[src/rtl/game_pkg.sv]
// Shared state encoding, widths and mole-pick helper for the whack-a-mole controller.
package game_pkg;

    localparam logic [1:0] ST_IDLE = 2'd0;
    localparam logic [1:0] ST_ARM  = 2'd1;
    localparam logic [1:0] ST_PLAY = 2'd2;
    localparam logic [1:0] ST_OVER = 2'd3;

    typedef enum logic [1:0] {
        IDLE = ST_IDLE,
        ARM  = ST_ARM,
        PLAY = ST_PLAY,
        OVER = ST_OVER
    } game_state_e;

    localparam int SCORE_W    = 6;
    localparam int TIME_W     = 6;
    localparam int MOLE_IDX_W = 3;

    // Reduce raw LFSR bits to a mole index; bump by one (mod n) when it would repeat.
    function automatic logic [MOLE_IDX_W-1:0] pick_mole_idx(
        input logic [MOLE_IDX_W-1:0] raw,
        input logic [MOLE_IDX_W-1:0] prev,
        input logic                  check_prev,
        input int unsigned           n_moles
    );
        int unsigned idx;
        idx = 32'(raw) % n_moles;
        if (check_prev && (idx == 32'(prev))) begin
            idx = (idx + 1) % n_moles;
        end
        return MOLE_IDX_W'(idx);
    endfunction

endpackage

[src/rtl/mole_lfsr.sv]
// 16-bit Fibonacci LFSR (x^16+x^14+x^13+x^11) that advances only when step_i is high.
module mole_lfsr
    import game_pkg::*;
#(
    parameter logic [15:0] SEED = 16'hACE1
) (
    input  logic                  clk_i,
    input  logic                  rst_i,
    input  logic                  step_i,
    output logic [MOLE_IDX_W-1:0] rnd_o
);

    logic [15:0] lfsr_q;
    logic [15:0] lfsr_d;
    logic        feedback;

    always_comb begin
        feedback = lfsr_q[15] ^ lfsr_q[13] ^ lfsr_q[12] ^ lfsr_q[10];
        lfsr_d   = lfsr_q;
        if (step_i) begin
            lfsr_d = {lfsr_q[14:0], feedback};
        end
    end

    always_ff @(posedge clk_i) begin
        if (rst_i) begin
            lfsr_q <= SEED;
        end else begin
            lfsr_q <= lfsr_d;
        end
    end

    assign rnd_o = lfsr_q[MOLE_IDX_W-1:0];

endmodule

[src/rtl/game_controller.sv]
// Whack-a-mole sequencer: game FSM, 1 Hz game timer, mole scheduling, hit qualification
// and high-score tracking.
//
//   state | meaning
//   IDLE  | waiting for start after reset
//   ARM   | one cycle: reload timer and counters, load first mole
//   PLAY  | game running, moles rotate, hits scored
//   OVER  | game finished, waits for a new start
module game_controller
    import game_pkg::*;
#(
    parameter int          CLK_HZ       = 100_000_000,
    parameter int          GAME_SECONDS = 30,
    parameter int          N_MOLES      = 4,
    parameter int          MOLE_CYCLES  = 75_000_000,
    parameter logic [15:0] LFSR_SEED    = 16'hACE1
) (
    input  logic                clkIn,
    input  logic                reset,
    input  logic                start_btn,
    input  logic [N_MOLES-1:0]  hit_btn,
    input  logic [SCORE_W-1:0]  score,
    output logic                game_active,
    output logic                timer_expired,
    output logic                player_scored,
    output logic [N_MOLES-1:0]  mole_onehot,
    output logic [TIME_W-1:0]   time_left,
    output logic [SCORE_W-1:0]  high_score
);

    localparam int TICK_W = $clog2(CLK_HZ > 1 ? CLK_HZ : 2);
    localparam int MOLE_W = $clog2(MOLE_CYCLES > 1 ? MOLE_CYCLES : 2);
    localparam logic [TICK_W-1:0] TICK_LAST = TICK_W'(CLK_HZ - 1);
    localparam logic [MOLE_W-1:0] MOLE_LAST = MOLE_W'(MOLE_CYCLES - 1);
    localparam logic [TIME_W-1:0] TIME_INIT = TIME_W'(GAME_SECONDS);

    game_state_e            state_q, state_d;
    logic [TICK_W-1:0]      tick_cnt_q, tick_cnt_d;
    logic [MOLE_W-1:0]      mole_cnt_q, mole_cnt_d;
    logic [TIME_W-1:0]      time_left_q, time_left_d;
    logic [N_MOLES-1:0]     mole_q, mole_d;
    logic [MOLE_IDX_W-1:0]  prev_idx_q, prev_idx_d;
    logic                   expired_q, expired_d;
    logic                   scored_q, scored_d;
    logic [SCORE_W-1:0]     high_q, high_d;

    logic                   lfsr_step;
    logic [MOLE_IDX_W-1:0]  lfsr_rnd;
    logic [MOLE_IDX_W-1:0]  new_idx;
    logic [N_MOLES-1:0]     mole_new;
    logic                   sec_tick;
    logic                   mole_tick;
    logic                   expire;
    logic                   hit_onehot;
    logic                   hit_ok;

    mole_lfsr #(
        .SEED (LFSR_SEED)
    ) u_mole_lfsr (
        .clk_i  (clkIn),
        .rst_i  (reset),
        .step_i (lfsr_step),
        .rnd_o  (lfsr_rnd)
    );

    always_comb begin
        sec_tick   = (state_q == PLAY) && (tick_cnt_q == TICK_LAST);
        mole_tick  = (state_q == PLAY) && (mole_cnt_q == MOLE_LAST);
        expire     = sec_tick && (time_left_q <= TIME_W'(1));
        hit_onehot = (hit_btn != '0) && ((hit_btn & (hit_btn - N_MOLES'(1))) == '0);
        hit_ok     = (state_q == PLAY) && (mole_q != '0) && hit_onehot && (hit_btn == mole_q);
        // The first mole of a game has no predecessor to avoid.
        new_idx    = pick_mole_idx(lfsr_rnd, prev_idx_q, state_q == PLAY, N_MOLES);
        mole_new   = N_MOLES'(1) << new_idx;

        state_d     = state_q;
        tick_cnt_d  = tick_cnt_q;
        mole_cnt_d  = mole_cnt_q;
        time_left_d = time_left_q;
        mole_d      = mole_q;
        prev_idx_d  = prev_idx_q;
        expired_d   = 1'b0;
        scored_d    = 1'b0;
        high_d      = high_q;
        lfsr_step   = 1'b0;

        case (state_q)
            IDLE: begin
                if (start_btn) begin
                    state_d = ARM;
                end
            end
            ARM: begin
                time_left_d = TIME_INIT;
                tick_cnt_d  = '0;
                mole_cnt_d  = '0;
                mole_d      = mole_new;
                prev_idx_d  = new_idx;
                lfsr_step   = 1'b1;
                state_d     = PLAY;
            end
            PLAY: begin
                tick_cnt_d = sec_tick ? '0 : tick_cnt_q + TICK_W'(1);
                mole_cnt_d = mole_tick ? '0 : mole_cnt_q + MOLE_W'(1);
                if (sec_tick && (time_left_q != '0)) begin
                    time_left_d = time_left_q - TIME_W'(1);
                end
                if (expire) begin
                    time_left_d = '0;
                    mole_d      = '0;
                    expired_d   = 1'b1;
                    state_d     = OVER;
                end else begin
                    if (hit_ok) begin
                        scored_d = 1'b1;
                        mole_d   = '0;
                    end
                    // A mole change in the same cycle as a hit still loads the new mole.
                    if (mole_tick) begin
                        mole_d     = mole_new;
                        prev_idx_d = new_idx;
                        lfsr_step  = 1'b1;
                    end
                end
            end
            OVER: begin
                mole_d = '0;
                if (expired_q && (score > high_q)) begin
                    high_d = score;
                end
                if (start_btn) begin
                    state_d = ARM;
                end
            end
            default: begin
                state_d = IDLE;
            end
        endcase
    end

    always_ff @(posedge clkIn) begin
        if (reset) begin
            state_q     <= IDLE;
            tick_cnt_q  <= '0;
            mole_cnt_q  <= '0;
            time_left_q <= TIME_INIT;
            mole_q      <= '0;
            prev_idx_q  <= '0;
            expired_q   <= 1'b0;
            scored_q    <= 1'b0;
            high_q      <= '0;
        end else begin
            state_q     <= state_d;
            tick_cnt_q  <= tick_cnt_d;
            mole_cnt_q  <= mole_cnt_d;
            time_left_q <= time_left_d;
            mole_q      <= mole_d;
            prev_idx_q  <= prev_idx_d;
            expired_q   <= expired_d;
            scored_q    <= scored_d;
            high_q      <= high_d;
        end
    end

    assign game_active   = (state_q == PLAY);
    assign timer_expired = expired_q;
    assign player_scored = scored_q;
    assign mole_onehot   = mole_q;
    assign time_left     = time_left_q;
    assign high_score    = high_q;

endmodule

[config.mk]
export PLATFORM = sky130hd
export DESIGN_NAME = game_controller
export DESIGN_NICKNAME = d
export VERILOG_FILES = /design/src/rtl/game_pkg.sv /design/src/rtl/mole_lfsr.sv /design/src/rtl/game_controller.sv
export SDC_FILE = /design/constraint.sdc
export NUM_CORES = 1
export LEC_CHECK = 0
export BUFFER_PORTS_ARGS = -buffer_cell sky130_fd_sc_hd__buf_2
export CAP_MARGIN = 20
export CORE_ASPECT_RATIO = 0.9
export CORE_MARGIN = 2
export CORE_UTILIZATION = 60
export CTS_BUF_LIST = sky130_fd_sc_hd__clkbuf_16
export CTS_CLUSTER_DIAMETER = 60
export DETAILED_ROUTE_END_ITERATION = 16
export PLACE_DENSITY = 0.9
export SYNTH_ARGS = -nofsm -noshare
export SYNTH_HDL_FRONTEND = slang
export SYNTH_HIERARCHICAL = 1
export SYNTH_SLANG_ARGS = --single-unit
[constraint.sdc]
create_clock -name clkIn -period 6.9 [get_ports clkIn]
set_input_delay 0 -clock clkIn [delete_from_list [all_inputs] [get_ports clkIn]]
set_output_delay 0 -clock clkIn [all_outputs]
set_load 0.005 [all_outputs]
==> metrics.csv, run 1 <==
stage;metric;value;unit
grt;largest net degree at the start of global routing;32;
worst_setup_path;max incr delay on CP;870;ps
route;detailed-route via count;3713;
synth;Mapped Area;4461;um^2
job;Max Cap Viol;0;
worst_hold_path;hold crit path type;in2reg;
power;Comb power frac;0.266;
sta;Worst slew margin;0.3137;
cts;# Post-CTS Setup Buffers;0;
power;Pwr Density;301.5;nW/um^2
cts;worst-skew pair later-pin latency;330;ps
worst_setup_path;Top cell by count, worst path;nand2_1;
floorplan;core box area;7112;um^2
power;NetSw;0.4916;mW
power;P_int;1.006;mW
cells_and_area;post-layout util;0.6986;
worst_setup_path;R2R setup slack;3580;ps
sta;Final Hold Vio Count;0;
cells_and_area;share of layout cells above drive strength 1;0.1073;
worst_hold_path;WHS Endpoint;state_q[0];
cells_and_area;Nets;572;
power;Clk pwr share;0.320;
worst_setup_path;Crit Reg-Reg Endpoint;tick_cnt_q[12];
cts;clk root buf;clkbuf_16;
cells_and_area;number of diodes;0;
grt;number of global-route vias before repair;3524;
worst_setup_path;Crit-path slowest cell;o31ai_1;
worst_setup_path;Worst R2R Start;tick_cnt_q[0];
worst_setup_path;crit path kind;reg2reg;
sta;endpoints failing setup;0;
worst_hold_path;hold path startpoint;start_btn;
grt;GRT Resource Usage Total;0.2335;
sta;Peak Freq;0.3015;GHz
sta;unrepaired setup endpoints after global routing;false;
cells_and_area;Cell Count, Final, Fillers Out;643;
route;DRC viols;0;
floorplan;die area;8141;um^2
status;result of the run;completed;
cts;total CTS buffers;9;
floorplan;Ports;32;
route;post-route ant nets;0;
sta;Least-Margin Pin Slew;1021;ps
worst_setup_path;worst-path fanout max;25;
synth;yosys warns;6;
route;DR iter-0 viols;225;
cts;Worst-path clk slew;60;ps
cts;Clock Sink Count;92;
floorplan;FP Rows;29;
grt;total global routing overflow;0;
power;sw frac;0.3282;
cells_and_area;fill cell count;512;
route;drt pass-1 iters;5;
route;Vias/cell;5.774;
sta;setup TNS;0;ps
grt;first-pass GRT wire length;15350;um
power;Leak;1.850;nW
power;Worst VDD drop;197.6;uV
sta;Final period util;0.4807;
synth;syn nets;544;
cts;clock buffer depth;2;
route;Avg WL per Cell;14.24;um
worst_setup_path;Reg2Reg Depth;7;
floorplan;die width;94.89;um
worst_setup_path;CP Launch Point;tick_cnt_q[0];
worst_setup_path;Crit. End Element;register;
placed_design;Placed Cells;621;
worst_setup_path;Worst Path Arrival;3490;ps
worst_setup_path;Critical Path RT;7070;ps
sta;Period minus WS final;3317;ps
synth;synthesized instance count;517;
grt;initial antenna violation count;0;
floorplan;Initial Utilization;0.6272;
worst_hold_path;Worst Hold Depth;3;
floorplan;DIE HEIGHT;85.80;um
synth;Avg Cell Area, Syn;8.628;um^2
sta;Final Max Slew Viols;0;
worst_setup_path;crit path cell chain;ha_1 -> nor4bb_1 -> nand4_1 -> o31ai_1 -> nand2_1 -> nand2_1 -> nor3_1;
placed_design;gpl congestion;0.8218;
sta;clk_skew;4.690;ps
cts;CTS tree;yes;
power;Flop pwr share;0.414;
placed_design;port bufs;31;
placed_design;DP HPWL;6229;um
cts;H-tree depth;3;
route;drt total wl;9157;um
worst_setup_path;Worst setup SP type;register;
cells_and_area;Layout area overhead;11.39;%
[registers in the layout, indices dropped and copies added (netlist names)]
signal	cells
mole_onehot	4
u_mole_lfsr/lfsr_q	16
mole_cnt_q	27
high_score	6
tick_cnt_q	27
state_q	2
prev_idx_q	2
timer_expired	1
player_scored	1
time_left	6
[critical path, delay by kind of cell (launching register included)]
| family | cells | cell delay [ps] |
|---|---|---|
| flip-flops | 1 | 390 |
| AND/OR/NAND/NOR | 5 | 1650 |
| adder cells (fa/ha/maj) | 1 | 230 |
| AO/OA/AOI/OAI | 1 | 870 |
[repair_timing]
action,CTS,global route
endpoints found under the hold margin,6,0
gates resized for setup,0,0
hold buffers,6,0
[how the worst max path moves through the flow]
stage	to	slack [ps]	cells past startpoint
floorplan	u_mole_lfsr/lfsr_q[0]	4370	12
global placement	tick_cnt_q[12]	3870	7
detailed placement	tick_cnt_q[19]	3630	7
CTS	tick_cnt_q[12]	3580	7
global route	tick_cnt_q[12]	3300	7
finish	tick_cnt_q[12]	3580	7
[final cells by class]
class / instances / area [um^2] / share of cell area
Clock inverter: 7 / 66.31 / 0.01335
Multi-Input combinational cell: 384 / 2421 / 0.4873
Sequential cell: 92 / 1842 / 0.3707
Clock buffer: 9 / 225.2 / 0.04533
Timing Repair Buffer: 38 / 222.7 / 0.04483
Tap cell: 93 / 116.4 / 0.02342
Inverter: 20 / 75.07 / 0.01511
[cells in the final DEF (no fill, tap or decap), types with 17 or more instances in the layout]
master and n:
a21oi_1 18, buf_2 31, dfxtp_1 92, inv_1 20
mux2i_1 26, nand2_1 41, nand3_1 27, nand4_1 17
nor2_1 87, xnor2_1 20, xor2_1 28
[stage by stage]
step                hold slack (ps)  setup WS (ps)  cell area [um^2]  total power [mW]
global placement              248.0           3869              4617            0.9957
global route                  10.25           3296              4969             1.568
finish                        5.553           3583              4969             1.498
detailed placement            261.2           3633              4617             1.018
floorplan                     143.9           4373              4461            0.9556
CTS                           2.267           3575              4969             1.502
[power groups by stage]
stage          logic (mW)  registers, mW  clock network [mW]
2_1_floorplan       0.337          0.619                   0
3_3_place_gp        0.370          0.625                   0
3_5_place_dp        0.388          0.630                   0
4_1_cts             0.396          0.619               0.486
5_1_grt             0.437          0.625               0.506
6_report            0.399          0.620               0.479
[routing by layer]
metal | vias up | wire [um] | global-route usage
met4 | 0 | 155 | 0.07115
met5 | - | 0 | 0
li1 | 1842 | - | -
met2 | 117 | 4542 | 0.4152
met3 | 21 | 469 | 0.05536
met1 | 1733 | 3989 | 0.2782
Power figures use the tool's default switching activity.
==> run 2, diff against run 1 <==
--- a/config.mk
+++ b/config.mk
@@ -9,11 +9,11 @@
 export CAP_MARGIN = 20
 export CORE_ASPECT_RATIO = 0.9
 export CORE_MARGIN = 2
-export CORE_UTILIZATION = 60
+export CORE_UTILIZATION = 54
 export CTS_BUF_LIST = sky130_fd_sc_hd__clkbuf_16
 export CTS_CLUSTER_DIAMETER = 60
 export DETAILED_ROUTE_END_ITERATION = 16
-export PLACE_DENSITY = 0.9
+export PLACE_DENSITY = 0.86
 export SYNTH_ARGS = -nofsm -noshare
 export SYNTH_HDL_FRONTEND = slang
 export SYNTH_HIERARCHICAL = 1
==> constraint.sdc (replaced) <==
create_clock -name clkIn -period 2.9 [get_ports clkIn]
set_input_delay 0 -clock clkIn [delete_from_list [all_inputs] [get_ports clkIn]]
set_output_delay 0 -clock clkIn [all_outputs]
set_load 0.005 [all_outputs]
==> metrics.csv, run 2 (synthesis gave the netlist of run 1 again) <==
stage;metric;value;unit
route;drt total wl;9010;um
cells_and_area;Layout area overhead;11.73;%
cells_and_area;Nets;576;
cts;H-tree depth;3;
placed_design;port bufs;31;
cts;Post-CTS Hold Buffers;6;
sta;endpoints failing setup;0;
placed_design;post-place setup slack;357.9;ps
sta;Least-Margin Pin Slew;762.0;ps
route;Avg WL per Cell;13.80;um
cells_and_area;share of layout cells above drive strength 1;0.1137;
cells_and_area;fill cell count;655;
placed_design;DP HPWL;6154;um
worst_setup_path;Critical Path RT;3110;ps
cts;Clock Sink Count;92;
sta;Final Hold Vio Count;0;
placed_design;Placed Cells;631;
cts;CTS tree;yes;
worst_setup_path;Reg2Reg Depth;9;
route;detailed-route via count;3703;
status;result of the run;completed;
cts;worst-skew pair later-pin latency;340;ps
grt;first-pass GRT wire length;15370;um
cts;# Post-CTS Setup Buffers;0;
sta;Worst slew margin;0.4873;
grt;initial antenna violation count;1;
cells_and_area;Largest regs;mole_cnt_q x27, tick_cnt_q x27, u_mole_lfsr/lfsr_q x16;
cells_and_area;most frequent cells in the layout;92 x dfxtp_1, 87 x nor2_1, 41 x nand2_1, 31 x buf_2, 28 x xor2_1;
route;drt pass-1 iters;5;
placed_design;gpl congestion;0.8743;
floorplan;Initial Utilization;0.5556;
route;DR iter-0 viols;211;
floorplan;DIE HEIGHT;90.22;um
grt;largest net degree at the start of global routing;32;
sta;Peak Freq;0.3801;GHz
route;DRC viols;0;
power;Pwr Density;705.2;nW/um^2
cells_and_area;post-layout util;0.6207;
cells_and_area;FF/Latch Area;1842;um^2
power;Worst VDD drop;368.3;uV
placed_design;dpl cell area;4654;um^2
route;Vias/cell;5.671;
sta;Period minus WS final;2631;ps
worst_setup_path;max incr delay on CP;630;ps
cts;CTS resizes;0;
cells_and_area;commonest non-fill, non-tap cell in the layout;dfxtp_1;
worst_hold_path;hold crit path type;in2reg;
floorplan;FP Rows;31;
sta;Final period util;0.9071;
sta;unrepaired setup endpoints after global routing;false;
cells_and_area;Cell Count, Final, Fillers Out;653;
job;Max Cap Viol;0;
sta;post-layout worst setup margin;269.3;ps
worst_setup_path;crit path cell chain;ha_1 -> nor4bb_1 -> nand4_1 -> or4b_4 -> a31oi_1 -> nor2_1 -> buf_4 -> mux2i_1 -> nand2_1;
worst_setup_path;crit path kind;reg2reg;
worst_setup_path;Crit-path slowest cell;or4b_4;
worst_setup_path;Crit. End Element;register;
floorplan;core box area;8029;um^2
power;Leak;1.855;nW
cts;clock buffer depth;2;
grt;GRT Resource Usage Total;0.2077;
worst_setup_path;Worst setup SP type;register;
power;Design Power;3.514;mW
cells_and_area;number of diodes;0;
worst_hold_path;Worst Hold Depth;3;
worst_setup_path;worst-path fanout max;17;
worst_setup_path;Worst Path Arrival;2840;ps
sta;Final Max Slew Viols;0;
grt;number of global-route vias before repair;3408;
grt;total global routing overflow;0;
floorplan;die area;9004;um^2
sta;clk_skew;6.855;ps
cts;clk root buf;clkbuf_16;
sta;Hold Slack;22.45;ps
floorplan;Ports;32;
cells_and_area;multi-input logic area;2421;um^2
floorplan;die width;99.80;um
route;post-route ant nets;0;
cells_and_area;final instance area;4984;um^2
cts;total CTS buffers;9;
sta;setup TNS;0;ps
cts;Worst-path clk slew;70;ps
-- run 2: cell count changes in the layout (fill, tap and decap cells not counted), sizes merged --
cell	before	now
buf	32	36
inv	21	20
clkinv	3	4
bufinv	1	0
clkinvlp	2	3
-- run 2: report_power, final --
group / internal [mW] / leakage [nW] / switching (mW)
Combinational: 0.391 / 0.988 / 0.591
Sequential: 1.37 / 0.744 / 0.106
Clock: 0.574 / 0.123 / 0.483
-- run 2: final timing paths --
check	startpoint	endpoint	slack, ps
worst max register to register	tick_cnt_q[0]	u_mole_lfsr/lfsr_q[7]	270
worst min-delay path	start_btn	state_q[0]	20
worst max-delay path	tick_cnt_q[0]	u_mole_lfsr/lfsr_q[7]	270
worst min register to register	u_mole_lfsr/lfsr_q[9]	u_mole_lfsr/lfsr_q[10]	480
-- run 2: cell type report --
class                   instances  share of cell area
repair buffers                 42             0.05072
flip-flops and latches         92              0.3696
inverters                      20             0.01506
clock inverters                 7            0.008787
clock buffers                   9             0.04519
well taps                      99             0.02486
multi-input cells             384              0.4858
-- run 2: metal layers --
layer | vias up | track usage | wire length (um) | share of wire
li1 | 1841 | - | - | -
met1 | 1735 | 0.2678 | 4150 | 0.46
met2 | 113 | 0.3384 | 4229 | 0.47
met3 | 12 | 0.05754 | 503 | 0.056
met4 | 2 | 0.06279 | 113 | 0.013
met5 | - | 0 | 13 | 0.0014
-- run 2: worst max-delay path, delay by kind of cell (launching register included) --
family | cells | cell delay, ps
buf+inv | 1 | 220
fa+ha+maj | 1 | 230
flops | 1 | 400
simple gates | 5 | 1250
compound gates | 1 | 200
mux | 1 | 200
